**src/rtl/wavetable_ram_arbiter.sv**
```systemverilog
// Shares the single-port wavetable RAM between VOICES round-robin readers and one
// config writer; read results return two cycles after the grant, tagged with the voice.
module wavetable_ram_arbiter #(
    parameter int unsigned VOICES   = 8,
    parameter int unsigned VID_W    = 3,
    parameter int unsigned RAM_SIZE = 61
) (
    input  logic                clk,
    input  logic                rst_n,
    input  logic [VOICES-1:0]   rd_req,
    input  logic [VOICES*6-1:0] rd_addr,
    output logic [VOICES-1:0]   rd_gnt,
    output logic                rd_valid,
    output logic [VID_W-1:0]    rd_voice,
    output logic [7:0]          rd_left,
    output logic [7:0]          rd_right,
    output logic [7:0]          rd_factor,
    input  logic                wr_req,
    input  logic [5:0]          wr_addr,
    input  logic [7:0]          wr_left,
    input  logic [7:0]          wr_right,
    input  logic [7:0]          wr_factor,
    output logic                wr_ack,
    output logic                wr_err,
    output logic                ram_re,
    output logic [5:0]          ram_addr_r,
    input  logic [7:0]          ram_left_r,
    input  logic [7:0]          ram_right_r,
    input  logic [7:0]          ram_factor_r,
    output logic                ram_we,
    output logic [5:0]          ram_addr_w,
    output logic [7:0]          ram_left_w,
    output logic [7:0]          ram_right_w,
    output logic [7:0]          ram_factor_w
);

    localparam logic [6:0] RAM_LIMIT = 7'(RAM_SIZE);

    logic [VOICES-1:0] rd_gnt_q, rd_gnt_d;
    logic [VID_W-1:0]  ptr_q, ptr_d;
    logic              wr_ack_q, wr_err_q, wr_last_q;
    logic              ram_re_q, ram_we_q;
    logic [5:0]        ram_addr_r_q, ram_addr_w_q;
    logic [7:0]        ram_left_w_q, ram_right_w_q, ram_factor_w_q;
    logic              s1_valid_q, s1_oor_q, s2_valid_q, s2_oor_q;
    logic [VID_W-1:0]  s1_voice_q, s2_voice_q;
    logic              rd_valid_q;
    logic [VID_W-1:0]  rd_voice_q;
    logic [7:0]        rd_left_q, rd_right_q, rd_factor_q;

    logic [VOICES-1:0] rd_elig;
    logic              wr_elig, rd_found, do_wr, do_rd, rd_in_range, wr_in_range;
    logic [VID_W-1:0]  rd_sel;
    logic [5:0]        rd_sel_addr;

    always_comb begin
        // A requester whose grant is currently visible is masked so a late drop cannot double-grant
        rd_elig     = rd_req & ~rd_gnt_q;
        wr_elig     = wr_req & ~wr_ack_q;
        rd_found    = 1'b0;
        rd_sel      = '0;
        rd_sel_addr = '0;
        for (int unsigned i = 0; i < VOICES; i++) begin
            if (!rd_found && rd_elig[(32'(ptr_q) + i) % VOICES]) begin
                rd_found    = 1'b1;
                rd_sel      = VID_W'((32'(ptr_q) + i) % VOICES);
                rd_sel_addr = rd_addr[((32'(ptr_q) + i) % VOICES) * 6 +: 6];
            end
        end
        do_wr       = wr_elig && (!wr_last_q || !rd_found);
        do_rd       = rd_found && !do_wr;
        rd_in_range = {1'b0, rd_sel_addr} < RAM_LIMIT;
        wr_in_range = {1'b0, wr_addr} < RAM_LIMIT;
        rd_gnt_d    = '0;
        ptr_d       = ptr_q;
        if (do_rd) begin
            rd_gnt_d[rd_sel] = 1'b1;
            ptr_d            = VID_W'((32'(rd_sel) + 1) % VOICES);
        end
    end

    always_ff @(posedge clk or negedge rst_n) begin
        if (!rst_n) begin
            rd_gnt_q       <= '0;
            ptr_q          <= '0;
            wr_ack_q       <= 1'b0;
            wr_err_q       <= 1'b0;
            wr_last_q      <= 1'b0;
            ram_re_q       <= 1'b0;
            ram_we_q       <= 1'b0;
            ram_addr_r_q   <= '0;
            ram_addr_w_q   <= '0;
            ram_left_w_q   <= '0;
            ram_right_w_q  <= '0;
            ram_factor_w_q <= '0;
            s1_valid_q     <= 1'b0;
            s1_oor_q       <= 1'b0;
            s1_voice_q     <= '0;
            s2_valid_q     <= 1'b0;
            s2_oor_q       <= 1'b0;
            s2_voice_q     <= '0;
            rd_valid_q     <= 1'b0;
            rd_voice_q     <= '0;
            rd_left_q      <= '0;
            rd_right_q     <= '0;
            rd_factor_q    <= '0;
        end else begin
            rd_gnt_q   <= rd_gnt_d;
            ptr_q      <= ptr_d;
            wr_last_q  <= do_wr;
            wr_ack_q   <= do_wr;
            wr_err_q   <= do_wr && !wr_in_range;
            ram_we_q   <= do_wr && wr_in_range;
            ram_re_q   <= do_rd && rd_in_range;
            s1_valid_q <= do_rd;
            if (do_wr && wr_in_range) begin
                ram_addr_w_q   <= wr_addr;
                ram_left_w_q   <= wr_left;
                ram_right_w_q  <= wr_right;
                ram_factor_w_q <= wr_factor;
            end
            if (do_rd) begin
                s1_voice_q <= rd_sel;
                s1_oor_q   <= !rd_in_range;
                if (rd_in_range) ram_addr_r_q <= rd_sel_addr;
            end
            // Stage 2 lines up with the RAM presenting data; the result register captures it
            s2_valid_q <= s1_valid_q;
            s2_voice_q <= s1_voice_q;
            s2_oor_q   <= s1_oor_q;
            rd_valid_q <= s2_valid_q;
            if (s2_valid_q) begin
                rd_voice_q  <= s2_voice_q;
                rd_left_q   <= s2_oor_q ? 8'h00 : ram_left_r;
                rd_right_q  <= s2_oor_q ? 8'h00 : ram_right_r;
                rd_factor_q <= s2_oor_q ? 8'h00 : ram_factor_r;
            end
        end
    end

    assign rd_gnt       = rd_gnt_q;
    assign rd_valid     = rd_valid_q;
    assign rd_voice     = rd_voice_q;
    assign rd_left      = rd_left_q;
    assign rd_right     = rd_right_q;
    assign rd_factor    = rd_factor_q;
    assign wr_ack       = wr_ack_q;
    assign wr_err       = wr_err_q;
    assign ram_re       = ram_re_q;
    assign ram_addr_r   = ram_addr_r_q;
    assign ram_we       = ram_we_q;
    assign ram_addr_w   = ram_addr_w_q;
    assign ram_left_w   = ram_left_w_q;
    assign ram_right_w  = ram_right_w_q;
    assign ram_factor_w = ram_factor_w_q;

endmodule

```
**config.mk**
```make
export PLATFORM = sky130hd
export DESIGN_NAME = wavetable_ram_arbiter
export DESIGN_NICKNAME = d
export VERILOG_FILES = /design/src/rtl/wavetable_ram_arbiter.sv
export SDC_FILE = /design/constraint.sdc
export NUM_CORES = 1
export LEC_CHECK = 0
export ABC_AREA = 1
export CORE_ASPECT_RATIO = 1.75
export CORE_MARGIN = 8
export CORE_UTILIZATION = 35
export CTS_CLUSTER_DIAMETER = 50
export CTS_CLUSTER_SIZE = 14
export DETAILED_ROUTE_END_ITERATION = 6
export SYNTH_ARGS = -nofsm -noshare
export SYNTH_HDL_FRONTEND = slang
export SYNTH_SLANG_ARGS = --single-unit
```
**constraint.sdc**
```tcl
create_clock -name clk -period 4.3 [get_ports clk]
set_input_delay 1.29 -clock clk [delete_from_list [all_inputs] [get_ports clk]]
set_output_delay 1.29 -clock clk [all_outputs]
set_load 0.01 [all_outputs]
```
Word level (Yosys, flattened, before mapping)
Index checks and enable logic that the tools add are counted.
- memories kept: 0
- bits in latches: 0
- input port bits: 113
- RAM bits: 0
- flip-flop bits (word level): 89
- ROM bits: 0
- order comparisons: 12
- shift operators: 8
- add/sub/neg operators: 8
- multipliers: 8
- bitwise gates (word level): 4
- reductions and logical operators: 27
- div/mod/pow operators: 0
- equality and inequality tests: 0
- muxes and demuxes: 46
- operator list (kind ; number):
    $shiftx 48x7->6 ; 8
    $mux 6 ; 8
    $mul 3x2->5 const B ; 8
    $lt 3x4->1 const B ; 9
    $mux 8 ; 4
    $bmux 1 s3 ; 8
    $mux 3 ; 8
    $mux 1 ; 17
    $logic_and 1x1->1 ; 13
    $add 3x3->3 const B ; 4
    $logic_not 1->1 ; 12
    $lt 6x6->1 const B ; 2
    $and 8x8->8 ; 1
    $not 8->8 ; 1
    $add 3x1->3 const B ; 2
    $add 3x2->3 const B ; 2
    $demux 1 s3 ; 1
    $ge 3x1->1 const B ; 1
    $reduce_and 2->1 ; 1
    $and 1x1->1 ; 1
    $logic_or 1x1->1 ; 1
    $not 1->1 ; 1

Depth between registers and ports, before layout
- depth in word-level cells: 32
- depth in mapped cells: 23
- depth with buffers taken out: 20

Worst setup path before layout
OpenSTA, ideal clock, no wires.
- kind: register to register
- from: reg ptr_q[1]
- to: reg ptr_q[2]
- path slack: 1.058 ns
- required time: 4.179 ns
- arrival: 3.121 ns
- library setup time: 0.121 ns
- cell stages (with the launch flop): 23
- clock period less this slack: 3.242 ns
- cell sequence: dfrtp_1 inv_2 buf_2 buf_1 ha_1 inv_1 buf_2 nand3_1 nand3_1 nand2_2 nor2_4 nand4_4 nor2_8 nand2_2 inv_1 nand2_1 o31ai_2 nand2_1 ha_1 nand2_1 o21ai_0 nand2_1 o21ai_1
- word-level cells in the longest chain between the ends: 29
- RTL lines (element ; line ; source):
    start, declared ; 40 ; logic [VID_W-1:0] ptr_q, ptr_d;
    start signal, assigned ; 109 ; ptr_q <= ptr_d;
    branches (longest 29 deep; another with $add 3x1->3) ; -- ;
Parallel ways; which one is timed is not known. The select of a mux whose other input is x is not followed.
A chain may end at the register's enable or synchronous reset.

Final worst setup path
- from: in rd_req[7]
- to: reg ptr_q[2]
- word-level cells in the longest chain between the ends: 30
- RTL lines (element ; line ; source):
    start, declared ; 10 ; input logic [VOICES-1:0] rd_req,
    $and 8x8->8 * ; 58 ; rd_elig = rd_req & ~rd_gnt_q;
    branches (longest 29 deep; another with $bmux 1 s3) ; -- ;
Mark *: on every way between the ends. The select of a mux whose other input is x is not followed.

==> flow_metrics.tcl <==
set metrics [dict create \
    syn_nets 1078 \
    cts_sinks 89 \
    combPwrFrac_pct 72.7 \
    cts_buffer_depth 2 \
    layout-drive-gt1-share_pct 7.48 \
    syn_area_sq_um 6240 \
    start_util_pct 35.7 \
    p_sw_share_pct 54.6 \
    p_leak_nw 4.22 \
    status "finished, final reports clean" \
    worst_hold_path_type "reg2reg" \
    worstSetupStartpointType "input pin" \
    antenna_found_initial 0 \
    ys_warn_count 0 \
    cts_root_buf "clkbuf_16" \
    worstRegToRegCells 19 \
    hold_violations 0 \
    vias_per_cell 4.87 \
    cp-end-kind "flop" \
    slew_violations 0 \
    pwr-share-seq_pct 16.6 \
    grt_util_all_layers_pct 19.7 \
    cpMaxStageDelayCell "clkdlybuf4s50_1" \
    synth_seq_cells 89 \
    grt_overflow_total 0 \
    cts_buffers 9 \
    synth.avg_cell_area_sq_um 6.49 \
    cp_slowest_stage_delay_ps 480 \
    period_share_pct 87.8 \
    htreeDepth 3 \
    worst-setup-path-type "in2reg" \
    cp_max_fo 7 \
    core_area_sq_um 17500 \
    regToRegSetupSlack_ps 730 \
    rsz0062_at_grt "no" \
    wl_per_cell_microns 16.2 \
    setup_violations 0 \
    nFillCells 1862 \
    pwr-share-clk_pct 10.6 \
    nNetsFinal 1248 \
    hp-start "s1_valid_q" \
    most-common-layout-cells "nand2_1 (381), clkdlybuf4s50_1 (187), nand3_1 (124)" \
    synth_cell_types 45 \
    insertion_delay_ps 340 \
    grt_pass1_wl_microns 34500 \
    powerDensity_nw_per_um2 856 \
    boundaryPins 189 \
    drc 0 \
    worstPathRequired_ps 4520 \
    fp.dieArea_sq_um 22500 \
    clk_pin_slew_ps 60 \
    synthCells 962 \
    p_total_mw 7.38 \
    slew_headroom_pct 50.8 \
    cp_common_cell "nand2_1" \
    chipHeight_microns 193 \
    drtIter0Drc 307 \
    dr.pass1.iters 5 \
    dieWidth_microns 117 \
    io_buffers 188 \
    ant_nets 0 \
    endpoint "ptr_q[2]" \
    crit_path_start "rd_req[7]" \
    crit_chain "clkdlybuf4s50_1 > nand3_1 > nand3_1 > nand2_1 > nand2_1 > nand2_1 > nand2_1 > nor2_1 > a21oi_1 > o21ai_0 > o31ai_2 > nand2_1 > ha_1 > nand2_1 > o21ai_0 > nand2_1 > o21ai_1" \
    post-route-min-period_ps 3780 \
    grt_max_degree 66 \
    fin_setup_tns_ps 0 \
    num_rows 64 \
    fmax_mhz 265 \
    yosysSeqAreaShare_pct 35.7 \
    worstMarginPinSlew_ps 737 \
    whs_path_depth 0 \
    first_global_vias 6690 \
    gp_congestion 0.988 \
    layout_commonest_cell "nand2_1" \
    hold_buffers 0 \
    cts_tree "yes" \
    timing.rr.start "ptr_q[0]" \
    vias 6656 \
    post-dp-hpwl_microns 17800 \
    multi_input_area_sq_um 3440 \
    skew_ps 7.68 \
    post_cts.repair.setup_buffers 0 \
    vdd_drop_max_mv 0.361 \
    p_int_mw 3.35 \
    reg2reg_to "ptr_q[2]" \
    area_delta_synth_final_pct 38.3 \
    routed_wl_microns 22100 \
    max-cap-violations 0 \
    switchingPower_mw 4.04 \
    cp_data_arrival_time_ps 4000 \
    antenna_cells 0 \
    cts-resized-gates 0 \
    regArea_sq_um 2230 \
    final_util_pct 49.4 \
]
area by class of cell:
class | instances | area share (%)
flip-flops and latches | 89 | 25.8
well taps | 231 | 3.35
clock inverters | 7 | 0.899
repair buffers | 207 | 23.4
multi-input cells | 733 | 39.9
clock buffers | 9 | 2.61
inverters | 92 | 4.00
critical path, delay by kind of cell:
family,cells,cell delay (ps)
and+or+nand+nor,10,1240
buffers and inverters,1,480
adders and majority gates,1,230
AOI/OAI and AO/OA,5,740
how the worst min path moves through the flow:
stage | to | slack [ps]
after floorplan | s2_valid_q | 330
after global placement | s2_valid_q | 340
after detailed placement | s2_valid_q | 340
after CTS | s2_valid_q | 350
after global routing | s2_valid_q | 370
final | s2_valid_q | 360
layer usage:
layer	global-route usage, %	vias to the layer above	wire, microns
met5	0	-	0
met1	20.0	3011	8240
met3	3.64	39	1420
li1	-	3403	-
met4	8.57	0	730
met2	37.4	203	11700
cells in the mapped netlist (all sizes together):
cell	instances	share of area [%]
o31ai	1	0.20
clkbuf	20	1.2
o2111ai	2	0.28
buf	28	2.4
inv	91	5.5
o21bai	1	0.18
o21ai	102	8.3
ha	3	0.60
o21a	3	0.36
nand3	130	11
a21oi	9	0.72
dfrtp	89	36
nor2	52	3.9
nor4	1	0.10
nor3	2	0.24
a31oi	5	0.50
nand2	390	24
mux2i	6	0.96
clkinv	1	0.060
o211ai	1	0.12
mux2	3	0.54
or2	6	0.60
nand4	5	0.74
xnor2	1	0.44
xor2	2	0.40
and2	7	0.70
o22ai	1	0.10
registers in the layout (all words and copies together) (netlist names), 3 cells and up:
register / cells
ptr_q: 3
ram_addr_r: 6
ram_addr_w: 6
ram_factor_w: 8
ram_left_w: 8
ram_right_w: 8
rd_factor: 8
rd_gnt: 8
rd_left: 8
rd_right: 8
rd_voice: 3
s1_voice_q: 3
s2_voice_q: 3
power groups by stage:
stage | registers (mW) | logic [mW] | clock network [mW]
3_5_place_dp | 1.25 | 5.39 | 0
4_1_cts | 1.23 | 5.41 | 0.807
2_1_floorplan | 1.28 | 3.61 | 0
5_1_grt | 1.26 | 6.04 | 0.844
6_report | 1.23 | 5.37 | 0.785
3_3_place_gp | 1.24 | 5.38 | 0
logic make-up (layout without fill, tap and decap cells):
| group | count (synthesis) | count (layout) | share of synthesized area [%] |
|---|---|---|---|
| AND/OR/NAND/NOR | 593 | 593 | 41.4 |
| buffers and inverters | 140 | 315 | 9.16 |
| AO/OA/AOI/OAI | 125 | 125 | 10.8 |
| flip-flops | 89 | 89 | 35.7 |
| multiplexers | 9 | 9 | 1.50 |
| adder cells (fa/ha/maj) | 3 | 3 | 0.602 |
| XOR/XNOR | 3 | 3 | 0.842 |
through the flow:
stage | setup slack, ps | hold WS [ps] | cell area [sq um] | cells
2_1_floorplan | 1060 | 331 | 6240 | 962
3_3_place_gp | 293 | 338 | 8330 | 1352
3_5_place_dp | 211 | 340 | 8330 | 1352
4_1_cts | 564 | 354 | 8630 | 1368
5_1_grt | 192 | 369 | 8630 | 1368
6_report | 524 | 356 | 8630 | 1368
Note: power is estimated with default switching activity, not from simulation.
